$ cat src/rtl/cache_line_replace.sv
// Cache line replacement engine: writes back a dirty victim line word by word,
// then refills the line from memory into the selected way of the data RAM.
module cache_line_replace #(
   parameter int ADDR_WIDTH   = 8,
   parameter int OFFSET_WIDTH = 3
) (
   input  logic                               clk,
   input  logic                               rst_n,
   input  logic                               req,
   input  logic                               req_writeBack,
   input  logic [31:0]                        req_wbAddress,
   input  logic [31:0]                        req_fillAddress,
   input  logic [ADDR_WIDTH-OFFSET_WIDTH-1:0] req_index,
   input  logic [1:0]                         req_channel,
   output logic                               busy,
   output logic                               done,
   output logic                               sel,
   output logic [ADDR_WIDTH-1:0]              ri_readAddress,
   output logic [1:0]                         ri_rwChannel,
   input  logic [31:0]                        ri_readData,
   output logic [ADDR_WIDTH-1:0]              ri_writeAddress,
   output logic [3:0]                         ri_writeByteEnable,
   output logic                               ri_writeEnable,
   output logic [31:0]                        ri_writeData,
   output logic [31:0]                        mem_address,
   output logic                               mem_read,
   output logic                               mem_write,
   output logic [31:0]                        mem_writeData,
   output logic [3:0]                         mem_byteEnable,
   input  logic [31:0]                        mem_readData,
   input  logic                               mem_waitRequest,
   input  logic                               mem_readDataValid
);

   localparam int INDEX_W = ADDR_WIDTH - OFFSET_WIDTH;
   localparam int TAG_W   = 30 - OFFSET_WIDTH;
   localparam logic [OFFSET_WIDTH-1:0] LAST_WORD = '1;
   localparam logic [OFFSET_WIDTH-1:0] ZERO_OFS  = '0;

   typedef enum logic [2:0] {
      IDLE,
      WB_RD,
      WB_WR,
      FILL_RD,
      FILL_WAIT,
      DONE_ST
   } stateT;

   stateT                   state;
   logic [OFFSET_WIDTH-1:0] cnt;
   logic [OFFSET_WIDTH-1:0] cntNext;
   logic [INDEX_W-1:0]      index;
   logic [TAG_W-1:0]        wbTag;
   logic [TAG_W-1:0]        fillTag;
   logic                    fillWrite;
   logic                    unusedAddrBits;

   assign cntNext        = cnt + 1'b1;
   assign unusedAddrBits = ^{req_wbAddress[OFFSET_WIDTH+1:0], req_fillAddress[OFFSET_WIDTH+1:0]};

   // Refill data goes straight from the memory bus into the RAM in the valid cycle.
   assign fillWrite          = (state == FILL_WAIT) && mem_readDataValid;
   assign ri_writeEnable     = fillWrite;
   assign ri_writeAddress    = fillWrite ? {index, cnt} : '0;
   assign ri_writeData       = fillWrite ? mem_readData : '0;
   assign ri_writeByteEnable = fillWrite ? 4'hF : 4'h0;
   // The read address is held through WB_WR, so RAM data stays stable across stalls.
   assign mem_writeData      = (state == WB_WR) ? ri_readData : '0;

   always_ff @(posedge clk) begin
      if (!rst_n) begin
         state          <= IDLE;
         cnt            <= '0;
         index          <= '0;
         wbTag          <= '0;
         fillTag        <= '0;
         busy           <= 1'b0;
         sel            <= 1'b0;
         done           <= 1'b0;
         mem_read       <= 1'b0;
         mem_write      <= 1'b0;
         mem_address    <= '0;
         mem_byteEnable <= 4'h0;
         ri_readAddress <= '0;
         ri_rwChannel   <= '0;
      end else begin
         done <= 1'b0;
         case (state)
            IDLE: begin
               if (req) begin
                  index          <= req_index;
                  ri_rwChannel   <= req_channel;
                  wbTag          <= req_wbAddress[31:OFFSET_WIDTH+2];
                  fillTag        <= req_fillAddress[31:OFFSET_WIDTH+2];
                  cnt            <= '0;
                  busy           <= 1'b1;
                  sel            <= 1'b1;
                  mem_byteEnable <= 4'hF;
                  if (req_writeBack) begin
                     state          <= WB_RD;
                     ri_readAddress <= {req_index, ZERO_OFS};
                  end else begin
                     state       <= FILL_RD;
                     mem_read    <= 1'b1;
                     mem_address <= {req_fillAddress[31:OFFSET_WIDTH+2], ZERO_OFS, 2'b00};
                  end
               end
            end
            WB_RD: begin
               state       <= WB_WR;
               mem_write   <= 1'b1;
               mem_address <= {wbTag, cnt, 2'b00};
            end
            WB_WR: begin
               if (!mem_waitRequest) begin
                  mem_write <= 1'b0;
                  if (cnt == LAST_WORD) begin
                     cnt         <= '0;
                     state       <= FILL_RD;
                     mem_read    <= 1'b1;
                     mem_address <= {fillTag, ZERO_OFS, 2'b00};
                  end else begin
                     cnt            <= cntNext;
                     state          <= WB_RD;
                     ri_readAddress <= {index, cntNext};
                  end
               end
            end
            FILL_RD: begin
               if (!mem_waitRequest) begin
                  mem_read <= 1'b0;
                  state    <= FILL_WAIT;
               end
            end
            FILL_WAIT: begin
               if (mem_readDataValid) begin
                  if (cnt == LAST_WORD) begin
                     cnt   <= '0;
                     state <= DONE_ST;
                     done  <= 1'b1;
                  end else begin
                     cnt         <= cntNext;
                     state       <= FILL_RD;
                     mem_read    <= 1'b1;
                     mem_address <= {fillTag, cntNext, 2'b00};
                  end
               end
            end
            DONE_ST: begin
               state          <= IDLE;
               busy           <= 1'b0;
               sel            <= 1'b0;
               cnt            <= '0;
               mem_address    <= '0;
               mem_byteEnable <= 4'h0;
               ri_readAddress <= '0;
               ri_rwChannel   <= '0;
            end
            default: state <= IDLE;
         endcase
      end
   end

endmodule

$ cat config.mk
export PLATFORM = sky130hd
export DESIGN_NAME = cache_line_replace
export DESIGN_NICKNAME = d
export VERILOG_FILES = /design/src/rtl/cache_line_replace.sv
export SDC_FILE = /design/constraint.sdc
export NUM_CORES = 1
export LEC_CHECK = 0
export ABC_AREA = 1
export CORE_AREA = 2 2 120 122
export CTS_BUF_LIST = sky130_fd_sc_hd__clkbuf_8 sky130_fd_sc_hd__clkbuf_16
export CTS_CLUSTER_DIAMETER = 60
export DETAILED_ROUTE_END_ITERATION = 7
export DIE_AREA = 0 0 122 124
export PLACE_DENSITY_LB_ADDON = 0.05
export SLEW_MARGIN = 20
export SYNTH_ARGS = -nofsm -noshare
export SYNTH_HDL_FRONTEND = slang
export SYNTH_SLANG_ARGS = --single-unit
$ cat constraint.sdc
create_clock -name clk -period 3.4 [get_ports clk]
set_input_delay 0.68 -clock clk [delete_from_list [all_inputs] [get_ports clk]]
set_output_delay 0.68 -clock clk [all_outputs]
set_load 0.01 [all_outputs]
Word level (Yosys, flattened, before mapping)
Index checks and enable logic that the tools add are counted.

word-level totals
  output and inout bits = 128
  flip-flop bits (word level) = 115
  logic and storage cells = 91
  input port bits = 141

cells by class
  add/subtract/negate cells = 1
  reduce and logical (&&, ||, !) cells = 17
  eq/ne operators = 15
  muxes and demuxes = 45

operators by type and width
  cell                                            count
  two-way mux 32 bit                              8
  case mux 32 bit (5 select lines)                1
  two-way mux 8 bit                               5
  two-way mux 3 bit                               9
  case mux 8 bit (3 select lines)                 1
  inequality test 2 bit (second input constant)   8
  case mux 3 bit (5 select lines)                 1
  case mux 3 bit (4 select lines)                 1
  == test 3 bit (second input constant)           3
  two-way mux 1 bit                               9
  two-way mux 4 bit                               2
  case mux 4 bit (2 select lines)                 1
  AND reduction 4 bit                             2
  AND reduction 8 bit                             1
  nonzero test 4 bit                              2
  AND reduction 7 bit                             1
  == test 3 x 2 -> 1 bit (second input constant)  2
  two-way mux 2 bit                               3
  AND reduction 2 bit                             3
  AND reduction 5 bit                             1
  nonzero test 5 bit                              1
  case mux 1 bit (2 select lines)                 2
  case mux 1 bit (4 select lines)                 1
  case mux 2 bit (2 select lines)                 1
  8 further kinds                                 9

Depth between registers and ports, before layout
Gate-level depths: netlist (run 1).

  depth after elaboration = 4
  gate-level depth with buffers = 12
  gate-level depth less buffers = 10

Worst setup path after synthesis (run 1)
OpenSTA, ideal clock, no wires.

  path kind = input to output
  start = in mem_readDataValid
  end = out ri_writeAddress[0]
  slack = 1.142 ns
  stages = 5
  path buffers = 1
  data arrival time = 1.578 ns
  data required time = 2.720 ns
  path through = inv_1 -> nor2_1 -> inv_1 -> clkbuf_1 -> nor2_1

on the way
  longest elaborated chain between the ends = 2

RTL lines
  what                RTL line  RTL
  start: declaration  32        input logic mem_readDataValid
  logical AND 1 bit   62        assign fillWrite = (state == FILL_WAIT) && mem_readDataValid;
  net ri_writeEnable  23        output logic ri_writeEnable,
  two-way mux 8 bit   64        assign ri_writeAddress = fillWrite ? {index, cnt} : '0;
  end: declaration    21        output logic [ADDR_WIDTH-1:0] ri_writeAddress,

The timed path passes the listed nets, and every way through them passes these cells.

Worst setup path in the final report (run 1)
  start = reg state[2]
  end = out ri_writeData[14]

on the way
  longest elaborated chain between the ends = 3

RTL lines
  what                      RTL line  RTL
  start: declaration        49        stateT state;
  start signal: assignment  72        state <= IDLE;
  start signal: assignment  100       state <= WB_RD;
  start signal: assignment  103       state <= FILL_RD;
  == test 3 bit             62
  logical AND 1 bit         62
  two-way mux 32 bit        65        assign ri_writeData = fillWrite ? mem_readData : '0;
  end: declaration          24        output logic [31:0] ri_writeData,

Every way passes these cells.

==> results of run 1 <==
[where the power goes]
part / internal [mW] / leakage, nW / switching (mW)
Combinational: 1.36 / 2.92 / 2.12
Sequential: 1.63 / 0.898 / 0.228
Clock: 0.567 / 0.141 / 0.481
Total: 3.56 / 3.96 / 2.83
[through the flow]
step                      cell area (sq um)  power (mW)  worst slack, ns  instances   util
after detailed placement               8580        5.37            0.355       1353  0.625
after CTS                              8870        6.42            0.345       1368  0.647
final                                  8870        6.38            0.350       1368  0.647
after global routing                   8870        6.88            0.173       1368  0.647
after floorplan                        6120        4.30             1.14        981      -
after global placement                 8580        5.33            0.412       1353  0.625
[metal layers]
layer,global-route usage,vias up,share of wire
li1,-,3442,-
met1,0.299,2942,0.44
met2,0.404,268,0.46
met3,0.0678,25,0.084
met4,0.0661,0,0.018
met5,0,-,0
[registers in the layout (all words and copies together) (netlist names)]
| signal | count |
|---|---|
| mem_byteEnable | 1 |
| ri_readAddress | 8 |
| mem_address | 30 |
| index | 5 |
| done | 1 |
| fillTag | 27 |
| wbTag | 27 |
| mem_write | 1 |
| ri_rwChannel | 2 |
| state | 3 |
| cnt | 3 |
| mem_read | 1 |
[logic make-up after synthesis]
kind of cell	share of synthesized area
AOI/OAI and AO/OA	0.0703
adders and majority gates	0.00409
buffers and inverters	0.149
DFF	0.356
other	0.000613
and+or+nand+nor	0.419
[cells in the final DEF, fill, tap and decap left out, drive strengths merged]
cell	Yosys	layout
clkdlybuf4s50	0	254
nor2	221	221
nand3	187	187
nand2	167	167
inv	122	123
dfxtp	109	109
a21oi	67	67
o21ai	19	19
buf	51	16
clkbuf	27	9
clkinv	1	4
ha	2	2
conb	1	2
nor3	2	2
nand3b	2	2
and2	1	1
nand4	1	1
bufinv	0	1
clkinvlp	0	1
[critical path: stages, from the launching register on]
cell	delay, ns
dfxtp_2	0.61
nand2_2	0.22
nor2_1	0.18
inv_1	0.05
buf_4	0.25
nor2_1	0.14
clkdlybuf4s50_1	0.56
[final cells by class]
type | count | area share
clock inverters | 6 | 0.00733
clock buffers | 9 | 0.0254
repair buffers | 270 | 0.301
inverters | 123 | 0.0520
flip-flops and latches | 109 | 0.246
multi-input cells | 671 | 0.343
well taps | 180 | 0.0254
[worst paths after layout]
kind,from,depth (start not counted),slack (ns),end
max,state[2],6,0.35,ri_writeData[14]
min,ri_rwChannel[0],2,0.45,ri_rwChannel[0]
max reg2reg,state[0],11,1.12,mem_address[29]
min reg2reg,ri_rwChannel[0],2,0.45,ri_rwChannel[0]
==> summary.txt, run 1 <==
Status: finished clean
Synth-to-layout area growth: 44.9%
Worst Path Required: 2.72 ns
RSZ-0062 raised after global routing: false
DRT iter0 DRCs: 459
Post-synth cell types: 29
Vias in the first global route: 6,044
Postcts setup bufs: 0
Initial antenna violation count: 0
#FFs+latches synth: 109
First-pass DRT Iterations: 6
FF+latch area: 0.00218 sq mm
CTS Sinks: 109
Core Region: 0.0137 sq mm
Kind of critical path: reg2out
Syn Area/Cell: 6.25 sq um
Mapped Area: 0.00612 sq mm
Detail Route Antenna Nets: 0
Slew @ Worst Pin: 1.09 ns
Post-detail-place hpwl: 12,600 um
ANT cells: 0
Dominant cells by area after synthesis: dfxtp_1 (36%), nand3_1 (15%), nor2_1 (13%)
DRC errors left: 0
Via count: 6,677
Critical path startpoint category: flip-flop
Die W: 122 um
Post-synthesis cell count: 980
Cell taking the most area after synthesis: dfxtp_1
Commonest cells post-synth: nor2_1 (208), nand3_1 (183), nand2_1 (162)
CTS Buffer Depth: 2
Starting density of the core: 0.446
Total gr overflow: 0
Synth warn: 0
Post-synth EDFFs: 0
Root cell of the clock tree: clkbuf_16
Async SR Flop Fraction: 0
Final Hold Fails: 0
Fmax: 328 MHz
Setup Skew: 0.00763 ns
Yosys top cell area share: 0.357
Final setup fails: 0
DRT Wirelength: 18,400 um
Number of vias per cell: 4.88
Count leader, synth: nor2_1
Final min period: 3.05 ns
Hold crit path type: reg2reg
# hold bufs at CTS: 0
Worst-path clk slew: 0.07 ns
Multi-input gate area: 0.00304 sq mm
Slew margin rel.: 0.277
Tcrit/Tclk final: 0.897
All-Layer GR Usage: 0.239
Crit Path Max Fanout: 40
Hold Slack: 0.450 ns
CTS tree: yes
GP Congestion: 0.804
Routed WL per cell: 13.5 um
VDD IR max: 387 uV
First-pass GRT wire length: 29,000 um
Port-buffer cells: 256
Io pins: 269
Seq/Total Area, Yosys: 0.357
Layout filler cell count: 1,308
CTS Buf Count: 9
Total die area: 0.0151 sq mm
Endpoint type of the worst setup path: primary output
Final net count: 1,327
Maxcap violations: 0
# H-tree levels: 3
Pwr dens: 720 mW/mm^2
# resized after CTS: 0
Layout cells sized above 1: 0.0505
Largest net degree at the start of global routing: 61
Max-slew violations: 0
Site Rows: 43
Setup TNS: 0 ns
Die height: 124 um
Clock Latency Late Sink: 0.36 ns
Most used DFF post-synth: dfxtp_1
Pleak: 3.96 nW
Critical Path AT: 2.37 ns
No activity file was read; power rests on OpenSTA's default activity.
==> run 2, diff against run 1 <==
--- a/config.mk
+++ b/config.mk
@@ -6,6 +6,7 @@
 export NUM_CORES = 1
 export LEC_CHECK = 0
 export ABC_AREA = 1
+export CAP_MARGIN = 10
 export CORE_AREA = 2 2 120 122
 export CTS_BUF_LIST = sky130_fd_sc_hd__clkbuf_8 sky130_fd_sc_hd__clkbuf_16
 export CTS_CLUSTER_DIAMETER = 60
==> results of run 2 <==
Same layout as run 1: the final DEF is identical, and so are final timing and power.
==> RTL edit 1: new RTL, settings of run 1 <==
Encoding of `stateT`: now one-hot (6 bits for 6 states).
--- a/src/rtl/cache_line_replace.sv
+++ b/src/rtl/cache_line_replace.sv
@@ -37,13 +37,13 @@
    localparam logic [OFFSET_WIDTH-1:0] LAST_WORD = '1;
    localparam logic [OFFSET_WIDTH-1:0] ZERO_OFS  = '0;
 
-   typedef enum logic [2:0] {
-      IDLE,
-      WB_RD,
-      WB_WR,
-      FILL_RD,
-      FILL_WAIT,
-      DONE_ST
+   typedef enum logic [5:0] {
+      IDLE      = 6'b000001,
+      WB_RD     = 6'b000010,
+      WB_WR     = 6'b000100,
+      FILL_RD   = 6'b001000,
+      FILL_WAIT = 6'b010000,
+      DONE_ST   = 6'b100000
    } stateT;
 
    stateT                   state;
Behaviour: no difference found for any inputs over 4 cycles, from zero or initial values and one cycle with rst_n low; so few cycles prove little.
==> RTL edit 1 against run 1 <==
  * Synthesized cell count fell by 11%
  * Area after synthesis fell by 10%
  * First-iteration DRC count fell by 38%
  * Power fell by 14%
  * Cell area fell by 5.1%
  * Via count fell by 13%
  * Sequential cell count rose by 3
  * Non-clock buffer count fell by 2
  * Routed wire length fell by 6.4%
  * Setup slack improved by 0.025 ns
  * Highest routed layer unchanged
==> RTL edit 1: results (changes against run 1) <==
status: completed
Worst setup endpoint: ri_writeAddress[2]
first-pass GRT wire length: 26.3 mm (-9.2%)
reg2reg start: state[5]
fin cells: 1,278 (-6.6%)
CP max stage cell: clkdlybuf4s50_1
clock slew at reported path FFs: 0.07 ns (about the same)
Seq/Total Area, Yosys: 0.408 (+0.0511)
sw frac: 0.371 (-0.0715)
Routed WL per cell: 13.5 µm (+0.14%)
CP startpoint: mem_readDataValid
relative slew slack: 0.591 (+0.314)
Clock Skew: 0.0109 ns (+0.00325 ns)
Placed Area: 8080 µm² (-5.8%)
capture point of the worst reg-to-reg path: mem_address[11]
depth of the most critical reg-to-reg path: 12 (+1)
adder-cell area share of the yosys netlist: 0.00455 (+0.000461)
layout cells sized above 1: 0.0464 (-0.00406)
initial drt markers: 286 (-38%)
drt pass-1 iters: 4 (-2)
nets: 1,236 (-6.9%)
Hold Slack: 0.456 ns (+0.00581 ns)
top post-synthesis cells by area: dfxtp_1, nor2_1, nand2_1
CP peak stage delay: 0.55 ns (-0.06 ns)
top cells by instance count after synthesis: nor2_1, nand2_1, dfxtp_1
hold endpoint: mem_read
Vias/cell: 4.54 (-7.0%)
pre-CTS WS: 0.380 ns (+0.0251 ns)
vias in the first global route: 5,046 (-17%)
cell count after synthesis: 872 (-11%)
HPWL after DPL: 12.5 mm (-0.47%)
WP data arrival: 2.34 ns (-0.03 ns)
Hold Startpoint: mem_read
R2R Setup Slk: 1.16 ns (+0.04 ns)
Max IR drop VDD: 0.387 mV (+0.16%)
final period utilization: 0.890 (-0.00733)
leakage: 3.81 nW (-3.7%)
-- RTL edit 1: cell count changes in the layout (fill, tap and decap cells not counted), sizes merged, moves of 13 or more --
cell,delta
a21oi,-15
inv,-26
nand2,+13
nand3,-167
nor2,+47
o21ai,+52
-- RTL edit 1: routing by layer --
layer	up-vias	wire length, µm	track usage
met5	-	0	0
met4	0	208	0.0690
met3	12	1070	0.0403
met2	170	8280	0.379
met1	2526	7690	0.286
li1	3096	-	-
-- RTL edit 1: logic make-up (layout without fill, tap and decap cells) --
family / Yosys count / after routing
fa+ha+maj: 2 / 2
buf+inv: 152 / 377
flops: 112 / 112
compound gates: 125 / 125
other cells: 1 / 2
simple gates: 480 / 480
-- RTL edit 1: worst register-to-register path: stages, from the launching register on --
cell,delay [ns]
dfxtp_1,0.42
nor2_4,0.10
nand3_2,0.07
buf_4,0.41
nand2_2,0.15
nor2_4,0.35
nand2_1,0.09
nand2_1,0.11
nor2_4,0.05
buf_12,0.18
nand2_1,0.11
nand2_1,0.06
nor2_1,0.09
-- RTL edit 1: area by class of cell --
| cell class | instances | area [µm²] |
|---|---|---|
| timing repair buffer | 268 | 2660 |
| inverter | 93 | 349 |
| multi-input combinational | 609 | 2610 |
| clock buffer | 9 | 225 |
| tap | 180 | 225 |
| clock inverter | 7 | 108 |
| fill | 1345 | 5300 |
| sequential | 112 | 2240 |
-- RTL edit 1: power by group through the flow --
stage	logic [mW]	registers, mW	clock network [mW]
floorplan	1.25	2.12	0
global placement	2.27	2.03	0
detailed placement	2.28	2.05	0
CTS	2.29	2.02	1.22
global route	2.52	2.08	1.28
finish	2.26	2.01	1.19
==> RTL edit 2: new RTL, config.mk and constraints of run 1 <==
Without the edit above. `OFFSET_WIDTH`: 3 -> 6.
--- a/src/rtl/cache_line_replace.sv
+++ b/src/rtl/cache_line_replace.sv
@@ -2,7 +2,7 @@
 // then refills the line from memory into the selected way of the data RAM.
 module cache_line_replace #(
    parameter int ADDR_WIDTH   = 8,
-   parameter int OFFSET_WIDTH = 3
+   parameter int OFFSET_WIDTH = 6
 ) (
    input  logic                               clk,
    input  logic                               rst_n,
Interface: changed (resized req_index); port bits go from 269 to 266. The function was not compared with the original's and may differ.
==> RTL edit 2 against run 1 <==
  * Sequential share of layout area is 0.86 points higher
  * Routed wire length down 1.2%
  * Combinational power is 12% lower
  * Critical path type is now input pin to output port
  * Non-clock buffer count is 10 lower
  * Area after synthesis decreased by 14%
  * Setup slack gained 0.038 ns
  * Power is 8.2% lower
  * Hold slack worse by 0.0098 ns
  * Largest power group unchanged
  * Largest cell class is now buffers
  * Utilization decreased by 5.7 points
  * Cell area down 8.8%
  * Die area stayed put
  * Sequential cell count down 6
==> RTL edit 2: results (changes against run 1) <==
Clk network pwr share: 0.175 (+0.011)
Seq/Total Area, Yosys: 0.390 (+0.0334)
met2 Usage GRT: 0.419 (+0.0147)
leakage: 3.46 nW (-13%)
WP data arrival: 2.33 ns (-0.04 ns)
CP max stage cell: clkdlybuf4s50_1
top post-synthesis cells by area: dfxtp_1, nand2_1, a21oi_1
Avg Cell Area, Syn: 6.36 µm² (+1.8%)
met3 routed WL: 1.62 mm (+4.2%)
Combinational Power Share: 0.520 (-0.025)
relative slew slack: 0.388 (+0.111)
sw frac: 0.431 (-0.0115)
Max IR drop VDD: 0.486 mV (+26%)
pre-CTS WS: 0.355 ns (-0.000119 ns)
CP peak stage delay: 0.56 ns (-0.05 ns)
first-pass GRT wire length: 28.4 mm (-2.0%)
layout cells sized above 1: 0.0437 (-0.00678)
Yosys cell types: 27 (-6.9%)
GR Util met1: 0.294 (-0.00479)
top cells by instance count after synthesis: nand2_1, nor2_1, inv_1
biggest regs: mem_address: 30 flops, fillTag: 24 flops, wbTag: 24 flops
M3 GR Usage: 0.0746 (+0.00687)
crit path max fanout: 17 (-57%)
Clock Skew: 0.00765 ns (+0.0000157 ns)
wire length on met2: 8.90 mm (+5.8%)
status: completed
vias in the first global route: 5,376 (-11%)
largest net degree at the start of global routing: 43 (-30%)
Placed Area: 7800 µm² (-9.1%)
Vias/cell: 4.76 (-2.5%)
wl on met1: 7.42 mm (-8.8%)
-- RTL edit 2: cell types whose count changed after synthesis, sizes merged, moves of 3 or more --
cell / run 1 / this run
a21oi: 67 / 114
buf: 51 / 29
dfxtp: 109 / 103
nand2: 167 / 163
nand3: 187 / 85
nand4: 1 / 4
nor2: 221 / 134
o21ai: 19 / 41
-- RTL edit 2: cell type report --
cell class / count / area (µm²)
clock buffer: 10 / 239
tap: 180 / 225
fill: 1351 / 5630
clock inverter: 6 / 51.3
inverter: 123 / 462
timing repair buffer: 260 / 2580
sequential: 103 / 2060
multi-input combinational: 550 / 2470
-- RTL edit 2: path summary, 6_finish.rpt --
| kind | slack (ns) | cells after the start | from | end |
|---|---|---|---|---|
| worst max-delay path | 0.39 | 7 | mem_readDataValid | ri_writeData[9] |
| worst min-delay path | 0.44 | 2 | ri_rwChannel[1] | ri_rwChannel[1] |
| worst max register to register | 0.90 | 9 | state[0] | mem_address[30] |
| worst min register to register | 0.44 | 2 | ri_rwChannel[1] | ri_rwChannel[1] |
